$ cat src/rtl/ex_operand_stage.sv
// Purpose : EX-stage operand unit; MEM/WB forwarding, load-use detection and registered ALU operands.
// Latency : 1 cycle from accept to out_valid; back-to-back accepts give 1 instruction per cycle.
// Backpres: out_ready=0 holds the operand pair and drops in_ready; a load-use hazard also drops in_ready.
//
// Ports:
//   clk, rst_n                  clock, synchronous active-low reset
//   in_valid / in_ready         handshake with the ID/EX register
//   alua_sel, alub_sel          operand source selects
//   rs_addr, rt_addr            source register numbers
//   rdata1, rdata2, ext_imm     register-file data and extended immediate
//   mem_* / wb_*                writeback info of the instructions in MEM and WB
//   flush                       kills the registered operand pair
//   out_valid / out_ready       handshake with ALU/MUL issue
//   alu_a, alu_b                registered operands
//   load_use_stall, stall_cnt   hazard indication and saturating stall-cycle count
module ex_operand_stage #(
  parameter int WIDTH       = 32,
  parameter int RA_W        = 5,
  parameter int SHIFT_CONST = 16,
  parameter int CNT_W       = 16
) (
  input  logic             clk,
  input  logic             rst_n,
  input  logic             in_valid,
  output logic             in_ready,
  input  logic [1:0]       alua_sel,
  input  logic [1:0]       alub_sel,
  input  logic [RA_W-1:0]  rs_addr,
  input  logic [RA_W-1:0]  rt_addr,
  input  logic [WIDTH-1:0] rdata1,
  input  logic [WIDTH-1:0] rdata2,
  input  logic [WIDTH-1:0] ext_imm,
  input  logic             mem_we,
  input  logic [RA_W-1:0]  mem_waddr,
  input  logic [WIDTH-1:0] mem_wdata,
  input  logic             mem_is_load,
  input  logic             wb_we,
  input  logic [RA_W-1:0]  wb_waddr,
  input  logic [WIDTH-1:0] wb_wdata,
  input  logic             flush,
  output logic             out_valid,
  input  logic             out_ready,
  output logic [WIDTH-1:0] alu_a,
  output logic [WIDTH-1:0] alu_b,
  output logic             load_use_stall,
  output logic [CNT_W-1:0] stall_cnt
);

  logic [WIDTH-1:0] rs_val;
  logic [WIDTH-1:0] rt_val;
  logic [WIDTH-1:0] op_a;
  logic [WIDTH-1:0] op_b;
  logic             rs_used;
  logic             rt_used;
  logic             accept;

  // Forwarding: WB is applied first so a matching MEM entry overrides it.
  // Register 0 is never a forwarding target.
  always_comb begin
    rs_val = rdata1;
    if (wb_we && (rs_addr == wb_waddr) && (rs_addr != '0))
      rs_val = wb_wdata;
    if (mem_we && (rs_addr == mem_waddr) && (rs_addr != '0))
      rs_val = mem_wdata;

    rt_val = rdata2;
    if (wb_we && (rt_addr == wb_waddr) && (rt_addr != '0))
      rt_val = wb_wdata;
    if (mem_we && (rt_addr == mem_waddr) && (rt_addr != '0))
      rt_val = mem_wdata;
  end

  always_comb begin
    op_a = '0;
    case (alua_sel)
      2'b00:   op_a = rs_val;
      2'b01:   op_a = rt_val;
      2'b10:   op_a = ext_imm;
      default: op_a = '0;
    endcase

    op_b = '0;
    case (alub_sel)
      2'b00:   op_b = rt_val;
      2'b01:   op_b = ext_imm;
      2'b10:   op_b = '0;
      default: op_b = WIDTH'(SHIFT_CONST);
    endcase
  end

  // Only sources actually feeding an operand can cause a load-use hazard.
  assign rs_used = (alua_sel == 2'b00);
  assign rt_used = (alua_sel == 2'b01) || (alub_sel == 2'b00);

  assign load_use_stall = in_valid && mem_is_load && mem_we && (mem_waddr != '0) &&
                          ((rs_used && (rs_addr == mem_waddr)) ||
                           (rt_used && (rt_addr == mem_waddr)));

  assign in_ready = (!out_valid || out_ready) && !load_use_stall;
  assign accept   = in_valid && in_ready;

  always_ff @(posedge clk) begin
    if (!rst_n) begin
      out_valid <= 1'b0;
      alu_a     <= '0;
      alu_b     <= '0;
      stall_cnt <= '0;
    end else begin
      // Flush beats both accept and hold; the operand values are left as-is.
      if (flush) begin
        out_valid <= 1'b0;
      end else if (accept) begin
        out_valid <= 1'b1;
        alu_a     <= op_a;
        alu_b     <= op_b;
      end else if (out_ready) begin
        out_valid <= 1'b0;
      end

      if (load_use_stall && (stall_cnt != '1))
        stall_cnt <= stall_cnt + CNT_W'(1);
    end
  end

endmodule

$ cat config.mk
export PLATFORM = sky130hd
export DESIGN_NAME = ex_operand_stage
export DESIGN_NICKNAME = d
export VERILOG_FILES = /design/src/rtl/ex_operand_stage.sv
export SDC_FILE = /design/constraint.sdc
export NUM_CORES = 1
export LEC_CHECK = 0
export CAP_MARGIN = 20
export CORE_MARGIN = 2
export CORE_UTILIZATION = 45
export CTS_CLUSTER_DIAMETER = 40
export CTS_CLUSTER_SIZE = 24
export DETAILED_ROUTE_END_ITERATION = 7
export GPL_ROUTABILITY_DRIVEN = 0
export PLACE_DENSITY = 0.88
export SYNTH_ARGS = -nofsm -noshare
export SYNTH_HDL_FRONTEND = slang
export SYNTH_SLANG_ARGS = --single-unit
$ cat constraint.sdc
create_clock -name clk -period 3.52 [get_ports clk]
set_clock_uncertainty 0.05 [all_clocks]
set_input_delay 0.528 -clock clk [delete_from_list [all_inputs] [get_ports clk]]
set_output_delay 0.528 -clock clk [all_outputs]
set_load 0.02 [all_outputs]
# After elaboration in Yosys (flattened, before gate mapping)
# Index checks and enable logic that the tools add are counted.
[word_totals] reg_bits=81 inputBits=192 output_inout_bits=83 wordCells=54
[classes] add_sub_neg=1 n_eq_ne=9 mux=8 bitwise=2 n_reduce_logical=30
[ops] operator="case mux 32 bit (3 select lines)" n=2
[ops] operator="2-to-1 mux 32 bit" n=4
[ops] operator="equality test 5 bit" n=4
[ops] operator="logical AND 1 bit" n=17
[ops] operator="adder 16 x 1 -> 16 bit, second input constant" n=1
[ops] operator="!= test 16 bit, second input constant" n=1
[ops] operator="nonzero test 5 bit" n=3
[ops] operator="equality test 2 x 1 -> 1 bit, second input constant" n=2
[ops] operator="equality test 2 bit, second input constant" n=2
[ops] operator="zero test 2 bit" n=2
[ops] operator="logical OR 1 bit" n=3
[ops] operator="zero test 1 bit" n=2
[ops] operator="2-to-1 mux 1 bit" n=2
[ops] operator="NOT 1 bit" n=2
[ops] operator="AND reduction 2 bit" n=1
[ops] operator="nonzero test 2 bit" n=1
[ops] operator="OR reduction 2 bit" n=1

# Logic depth before layout (Yosys ltp)
[logic_depth] ltp_word=9 ltp_mapped=10 mapped_depth_nobuf=7

# Worst setup path after synthesis
# Ideal clock, no wire load.
[synth_timing] path_kind="input to output" startpoint="input mem_waddr[3]" endpoint="output in_ready" t_arrival_ns=1.973 t_required_ns=2.942 slack_ns=0.969 cell_stages=8 path_cell_list="xnor2_1 > nand3_1 > nor4_1 > o21ai_1 > buf_2 > inv_2 > clkbuf_1 > nor2_1"
[synth_via] elab_chain_len=6
[synth_rtl] item="start, declared" line="34" text="input logic [RA_W-1:0] mem_waddr,"
[synth_rtl] item="equality test 5 bit, on equally long branches" line="96, 97"
[synth_rtl] item="logical AND 1 bit, on equally long branches" line="96, 97"
[synth_rtl] item="logical OR 1 bit" line="96" text="((rs_used && (rs_addr == mem_waddr)) ||"
[synth_rtl] item="logical AND 1 bit (*)" line="95" text="assign load_use_stall = in_valid && mem_is_load && mem_we && (mem_waddr != '0) &&"
[synth_rtl] item="named net load_use_stall" line="45" text="output logic load_use_stall,"
[synth_rtl] item="zero test 1 bit (*)" line="99" text="assign in_ready = (!out_valid || out_ready) && !load_use_stall;"
[synth_rtl] item="logical AND 1 bit (*)" line="99"
[synth_rtl] item="end, declared" line="25" text="output logic in_ready,"
# The timed path passes the listed nets; every way through them passes the cells marked *.

# Worst setup path after layout
[layout_timing] startpoint="input mem_waddr[1]" endpoint="output load_use_stall"
[layout_via] elab_chain_len=4
[layout_rtl] item="equality test 5 bit, on equally long branches" line="96, 97"
[layout_rtl] item="logical AND 1 bit, on equally long branches" line="96, 97"
[layout_rtl] item="logical OR 1 bit" line="96"
[layout_rtl] item="logical AND 1 bit (*)" line="95"
[layout_rtl] item="end, declared" line="45"
# Every way passes the cells marked *; elsewhere a longest branch is shown, timed or not.

==> flow_summary_export.csv <==
group,metric,value,unit
critical_path,setup.worst_path.start_class,"primary input",
power_and_ir_drop,pwr_density_cell,319.3,nW/um2
placed_design,place_ws,0.03807,ns
critical_path,worstPathRequired,2.94,ns
critical_path,setup.worst_path.end_class,"output pin",
critical_path,worst-setup-path-type,"in -> out",
routing,drtAntennaViolNets,0,
synth,netlist.area_leader.share,28.81,%
worst_hold_path,hold_crit_depth,1,
finish,finish.net_count,1091,
finish,final_cells,1072,
routing,routed_wirelength,25860,um
floorplanning,core_area,12110,um2
clocking,cts_setup_buffers,0,
global_routing,antenna_found_initial,0,
synth,nets_in_the_synthesized_netlist,847,
clocking,cts.htree.levels,3,
placed_design,port_buffers,274,
clocking,cts_tree,"built",
timing,finalHoldViolations,0,
floorplanning,die_y,115.8,um
placed_design,post-dp-hpwl,17960,um
floorplanning,chipWidth,115.8,um
timing,fin_worst_hold_slack,0.4242,ns
timing,slew_headroom,32.97,%
placed_design,placement.cell_area,8516,um2
routing,drtPass1Iterations,8,
timing,timing_worst_slew_pin_value,1.003,ns
critical_path,worstRegToRegCells,5,
timing,post-route-period-util,97.01,%
timing,shortest_clock_period_the_worst_path_allows_after_layout,3.415,ns
timing,final_setup_fails,0,
synth,yosys_warnings,0,
job,max_cap_viol_count,0,
synth,synth_edf_count,0,
synth,yosysTopAreaCell,"sky130_fd_sc_hd__dfxtp_1",
synth,synth_async_sr_flop_share,0,%
global_routing,first_pass_grt_wire_length,39150,um
synth,syn_inst,654,
finish,area_growth_syn_to_layout,57.70,%
finish,num-fill-cells,905,
synth,number_of_synthesized_register_bits,81,
finish,layout_cells_sized_above_1,8.970,%
global_routing,track_usage,37.53,%
synth,synthTopCellsByArea,"sky130_fd_sc_hd__dfxtp_1 29%, sky130_fd_sc_hd__o211ai_1 7.6%, sky130_fd_sc_hd__a222oi_1 5.7%",
floorplanning,design.die.area,13420,um2
routing,first_iter_violations,1467,
clocking,cts.sinks,81,
floorplanning,top_level_ports,275,
synth,synthesized_cell_area,5629,um2
timing,setup_tns,0,ns
floorplanning,initial_utilization,46.48,%
routing,detailroute.via_count,7399,
power_and_ir_drop,max-vdd-ir-drop,0.0001993,V
clocking,clk_pin_slew_worst_paths,0.06,ns
routing,post-route-drc-count,4,
finish,reg_area,1622,um2
placed_design,placed_cells,1055,
critical_path,critical_path.max_fanout,4,
synth,synthFlopType,"sky130_fd_sc_hd__dfxtp_1",
clocking,postCtsResizedCells,0,
routing,routedWlPerCell,24.12,um
worst_hold_path,hp-start,"alu_b[16]",
clocking,master_cell_of_the_clock_root_buffer,"sky130_fd_sc_hd__clkbuf_16",
clocking,cts-buffers-inserted,9,
power_and_ir_drop,leakage,2.954,nW
finish,final_standard_cell_utilization_of_the_core,73.30,%
routing,vias_per_cell,6.902,
synth,synth.lib_cells_used.distinct,59,
timing,timing.fmax,0.2928,GHz
clocking,clk_latency,0.34,ns
worst_hold_path,worst_hold_path_type,"reg -> reg",
finish,multi_input_gate_area,3680,um2
global_routing,grt_start_max_net_pins,57,
run_status,status,"finished with violations",
timing,final_critical_path_setup_slack,0.1051,ns
floorplanning,num_rows,40,
critical_path,worst-endpoint-arrival,2.84,ns
critical_path,worstReg2RegStart,"out_valid",
clocking,cts_hold_buffers,0,
global_routing,grt_pass1_vias,7371,
global_routing,globalRouteOverflowTotal,0,
finish,fin_area,8877,um2
critical_path,crit_path_start,"mem_waddr[1]",
timing,report.final.slew_viol_count,0,
run_status,failed_checks,"DRC",
power_and_ir_drop,report.power.total,2.835,mW
timing,rsz0062_at_grt,"false",
synth,synth-seq-area-share,28.81,%
synth,syn_avg_cell_area,8.607,um2
clocking,clk_path_buf_depth,2,
## worst max-delay path, cell delays in order
cell	delay, ns
sky130_fd_sc_hd__clkdlybuf4s50_1	0.49
sky130_fd_sc_hd__xnor2_1	0.26
sky130_fd_sc_hd__nand3_1	0.15
sky130_fd_sc_hd__nor4_1	0.51
sky130_fd_sc_hd__o21ai_4	0.12
sky130_fd_sc_hd__inv_2	0.15
sky130_fd_sc_hd__clkdlybuf4s50_1	0.62
## synthesized netlist by cell type (all sizes together), types with 13 or more instances
| cell | count |
|---|---|
| nor3b | 13 |
| a222oi | 32 |
| a221o | 16 |
| xnor2 | 20 |
| clkbuf | 35 |
| o2bb2ai | 15 |
| nand3 | 61 |
| o21ai | 30 |
| dfxtp | 81 |
| nor4 | 30 |
| nor2 | 14 |
| or4 | 14 |
| mux2i | 17 |
| o211ai | 58 |
| buf | 39 |
| mux2 | 32 |
| a21oi | 16 |
| nand2 | 21 |
| a31oi | 24 |
## placed cells by master (no fill, tap or decap), drive strengths merged, types with 5 or more instances in the layout
| master | netlist | routed |
|---|---|---|
| clkdlybuf4s50 | 0 | 273 |
| dfxtp | 81 | 81 |
| nand3 | 61 | 61 |
| o211ai | 58 | 58 |
| buf | 39 | 34 |
| a222oi | 32 | 32 |
| mux2 | 32 | 32 |
| nor4 | 30 | 30 |
| o21ai | 30 | 30 |
| a31oi | 24 | 24 |
| nand2 | 21 | 21 |
| xnor2 | 20 | 20 |
| mux2i | 17 | 17 |
| a221o | 16 | 16 |
| a21oi | 16 | 16 |
| o2bb2ai | 15 | 15 |
| or4 | 14 | 14 |
| nor2 | 14 | 14 |
| nor3b | 13 | 13 |
| and3 | 12 | 12 |
| o31ai | 12 | 12 |
| nor3 | 11 | 11 |
| clkbuf | 35 | 10 |
| o221ai | 8 | 8 |
| a21boi | 6 | 6 |
| nand2b | 5 | 5 |
| inv | 5 | 5 |
## per-layer routing
layer / wire, um / global-route usage (%) / up-vias / share of wire (%)
li1: - / - / 3151 / -
met1: 9479 / 45.37 / 3481 / 37
met2: 12590 / 62.88 / 652 / 49
met3: 2743 / 7.897 / 115 / 11
met4: 1040 / 19.52 / 0 / 4.0
met5: 0 / 0 / - / 0
## cell type report
| cell class | instances | share of cell area [%] |
|---|---|---|
| multi-input cells | 494 | 41.45 |
| inverters | 5 | 0.2114 |
| well taps | 168 | 2.368 |
| diodes | 1 | 0.02819 |
| clock inverters | 6 | 1.466 |
| flip-flops and latches | 81 | 18.27 |
| repair buffers | 307 | 33.63 |
| clock buffers | 10 | 2.579 |
## flip-flops by register name (all words and copies together) (netlist names)
| signal | count |
|---|---|
| stall_cnt | 16 |
| out_valid | 1 |
| alu_a | 32 |
| alu_b | 32 |
## logic make-up after synthesis
group,share of synthesized area [%]
AOI/OAI and AO/OA,31.14
and+or+nand+nor,20.05
DFF,28.81
buffers and inverters,6.846
muxes,9.824
xor gates and xnor gates,3.112
adders and majority gates,0.2222
## power by group
part           switching (mW)  total, mW  internal (mW)
Clock                   0.402       1.17          0.763
Combinational           0.336      0.701          0.366
Sequential             0.0200      0.967          0.947
Total                   0.758       2.83           2.08
## path summary, 6_finish.rpt
path / to / slack (ns)
max: load_use_stall / 0.11
min: alu_b[16] / 0.42
max reg2reg: alu_b[23] / 1.28
min reg2reg: alu_b[16] / 0.42
No activity file was read; power rests on OpenSTA's default activity.
==> RTL edit (same flow settings) <==
`WIDTH`: 32 -> 16.
--- a/src/rtl/ex_operand_stage.sv
+++ b/src/rtl/ex_operand_stage.sv
@@ -16,3 +16,3 @@
 module ex_operand_stage #(
-  parameter int WIDTH       = 32,
+  parameter int WIDTH       = 16,
   parameter int RA_W        = 5,
Ports: changed (7 resized); port bits go from 275 to 163. The function was not compared with the original's and may differ.
==> RTL edit against the original RTL <==
- worst setup slack improved by 0.069 ns
- final area shrank 40%
- count of clock-buffer cells in the layout fell by 5
- core utilization fell by 0.063 points
- synthesized area decreased by 39%
- power is 51% lower
- sequential cell count shrank 32
- wire length down 53%
- critical endpoint is now in_ready
- largest cell class unchanged
- highest routed layer unchanged
==> RTL edit: results (changes against the original RTL) <==
[yosys]
synth_area_leaders = dfxtp_1 (29%), nor2_1 (5.8%), mux2_2 (5.3%), xor2_1 (5.1%), nand3_1 (4.7%)
netlist-cell-type-count = 41  ; -31%
syn_nets = 527  ; -38%
synthFlopType = dfxtp_1
synth_cells = 414  ; -37%
yosysSeqAreaShare = 0.288  ; about the same
netlist_top_cells_count = nor2_1 (53), dfxtp_1 (49), nand3_1 (32)

[cells_and_area]
n_antenna_cell = 0  ; -1
clock_buffers = 5  ; -5
multi_input_gates = 333  ; -33%
largestRegisters = alu_a x16, alu_b x16, stall_cnt x16
multi_input_area_sq_um = 2310  ; -37%
clock_cell_area_share = 0.0211  ; -0.0194
fill_cells = 582  ; -36%
drive_gt1_frac = 0.113  ; +0.0231
fin_area_sq_um = 5340  ; -40%
inverters = 3  ; -2
buf_share = 0.337  ; +0.000634
nNonClkBuffers = 183  ; -40%
regArea_sq_um = 981  ; -40%

[critical_path]
rr_worst_depth = 8  ; +3
crit_fanout = 5  ; +1
worstReg2RegStart = stall_cnt[9]
crit_path_end = in_ready
worst-r2r-setup-slack_ns = 1.42  ; +0.14 ns
cp_data_arrival_time_ns = 2.77  ; -0.07 ns
rr_endpoint = stall_cnt[14]

[power_and_ir_drop]
combinationalPowerShare = 0.282  ; +0.035
p_leak_nw = 1.99  ; -33%
swShare = 0.274  ; +0.00674
peakVddDrop_mv = 0.187  ; -6.3%
p_clk_w = 0.000408  ; -65%
clock_power_share = 0.296  ; -0.115

[timing]
fin_crit_ns = 3.35  ; -0.0690 ns
whs_ns = 0.424  ; +0.000108 ns
tightest_slew_ns = 0.503  ; -0.500 ns
fmax_mhz = 299  ; +2.1%

[place]
place.detailed.hpwl_um = 9280  ; -48%
placed_cells = 666  ; -37%
placed_cell_area_sq_um = 5210  ; -39%
place_ws_ns = 0.0644  ; +0.0263 ns
port_buffers = 162  ; -41%

[clocking]
clock_latency_ns = 0.30  ; -0.04 ns
clk_pin_slew_ns = 0.09  ; +0.03 ns
clkSinkCount = 49  ; -40%
cts.htree.levels = 2  ; -1
cts_root_buf = clkbuf_8

[die]
rows = 31  ; -23%

[hold_path]
hold_depth = 1  ; unchanged

[route]
wirelength_um = 12100  ; -53%
wl_per_cell_um = 17.9  ; -26%
vias = 3933  ; -47%
drt_iter0_drc = 192  ; -87%

[grt]
grt_pass1_vias = 4081  ; -45%
grt_pass1_wl_um = 19500  ; -50%
grt_max_degree = 46  ; -19%

[run_status]
status = complete, no violations

==> RTL edit: cell count changes after synthesis, moves of 23 or more <==
cell	delta
nor2_1	+42
nand3_1	-29
dfxtp_1	-32
buf_2	-24
o21ai_0	-25
o211ai_1	-56
a31oi_1	-23
a222oi_1	-32
==> RTL edit: worst max-delay path: stages <==
cell	delay [ns]
clkdlybuf4s50_1	0.48
or4_4	0.58
o2111ai_4	0.24
a21oi_4	0.05
buf_4	0.16
nor2_1	0.11
clkdlybuf4s50_1	0.62
==> RTL edit: routing by layer <==
metal | vias to the layer above | wire length, um | global-route usage
met1 | 1859 | 4510 | 0.312
met2 | 201 | 6160 | 0.525
met5 | - | 0 | 0
met4 | 0 | 518 | 0.148
li1 | 1831 | - | -
met3 | 42 | 922 | 0.0705
==> RTL edit: logic make-up after synthesis <==
group	count (synthesis)	share of synthesized area
buf+inv	32	0.0404
simple gates	204	0.328
fa+ha+maj	1	0.00367
flops	49	0.288
xor+xnor	35	0.0900
compound gates	69	0.173
mux	24	0.0764
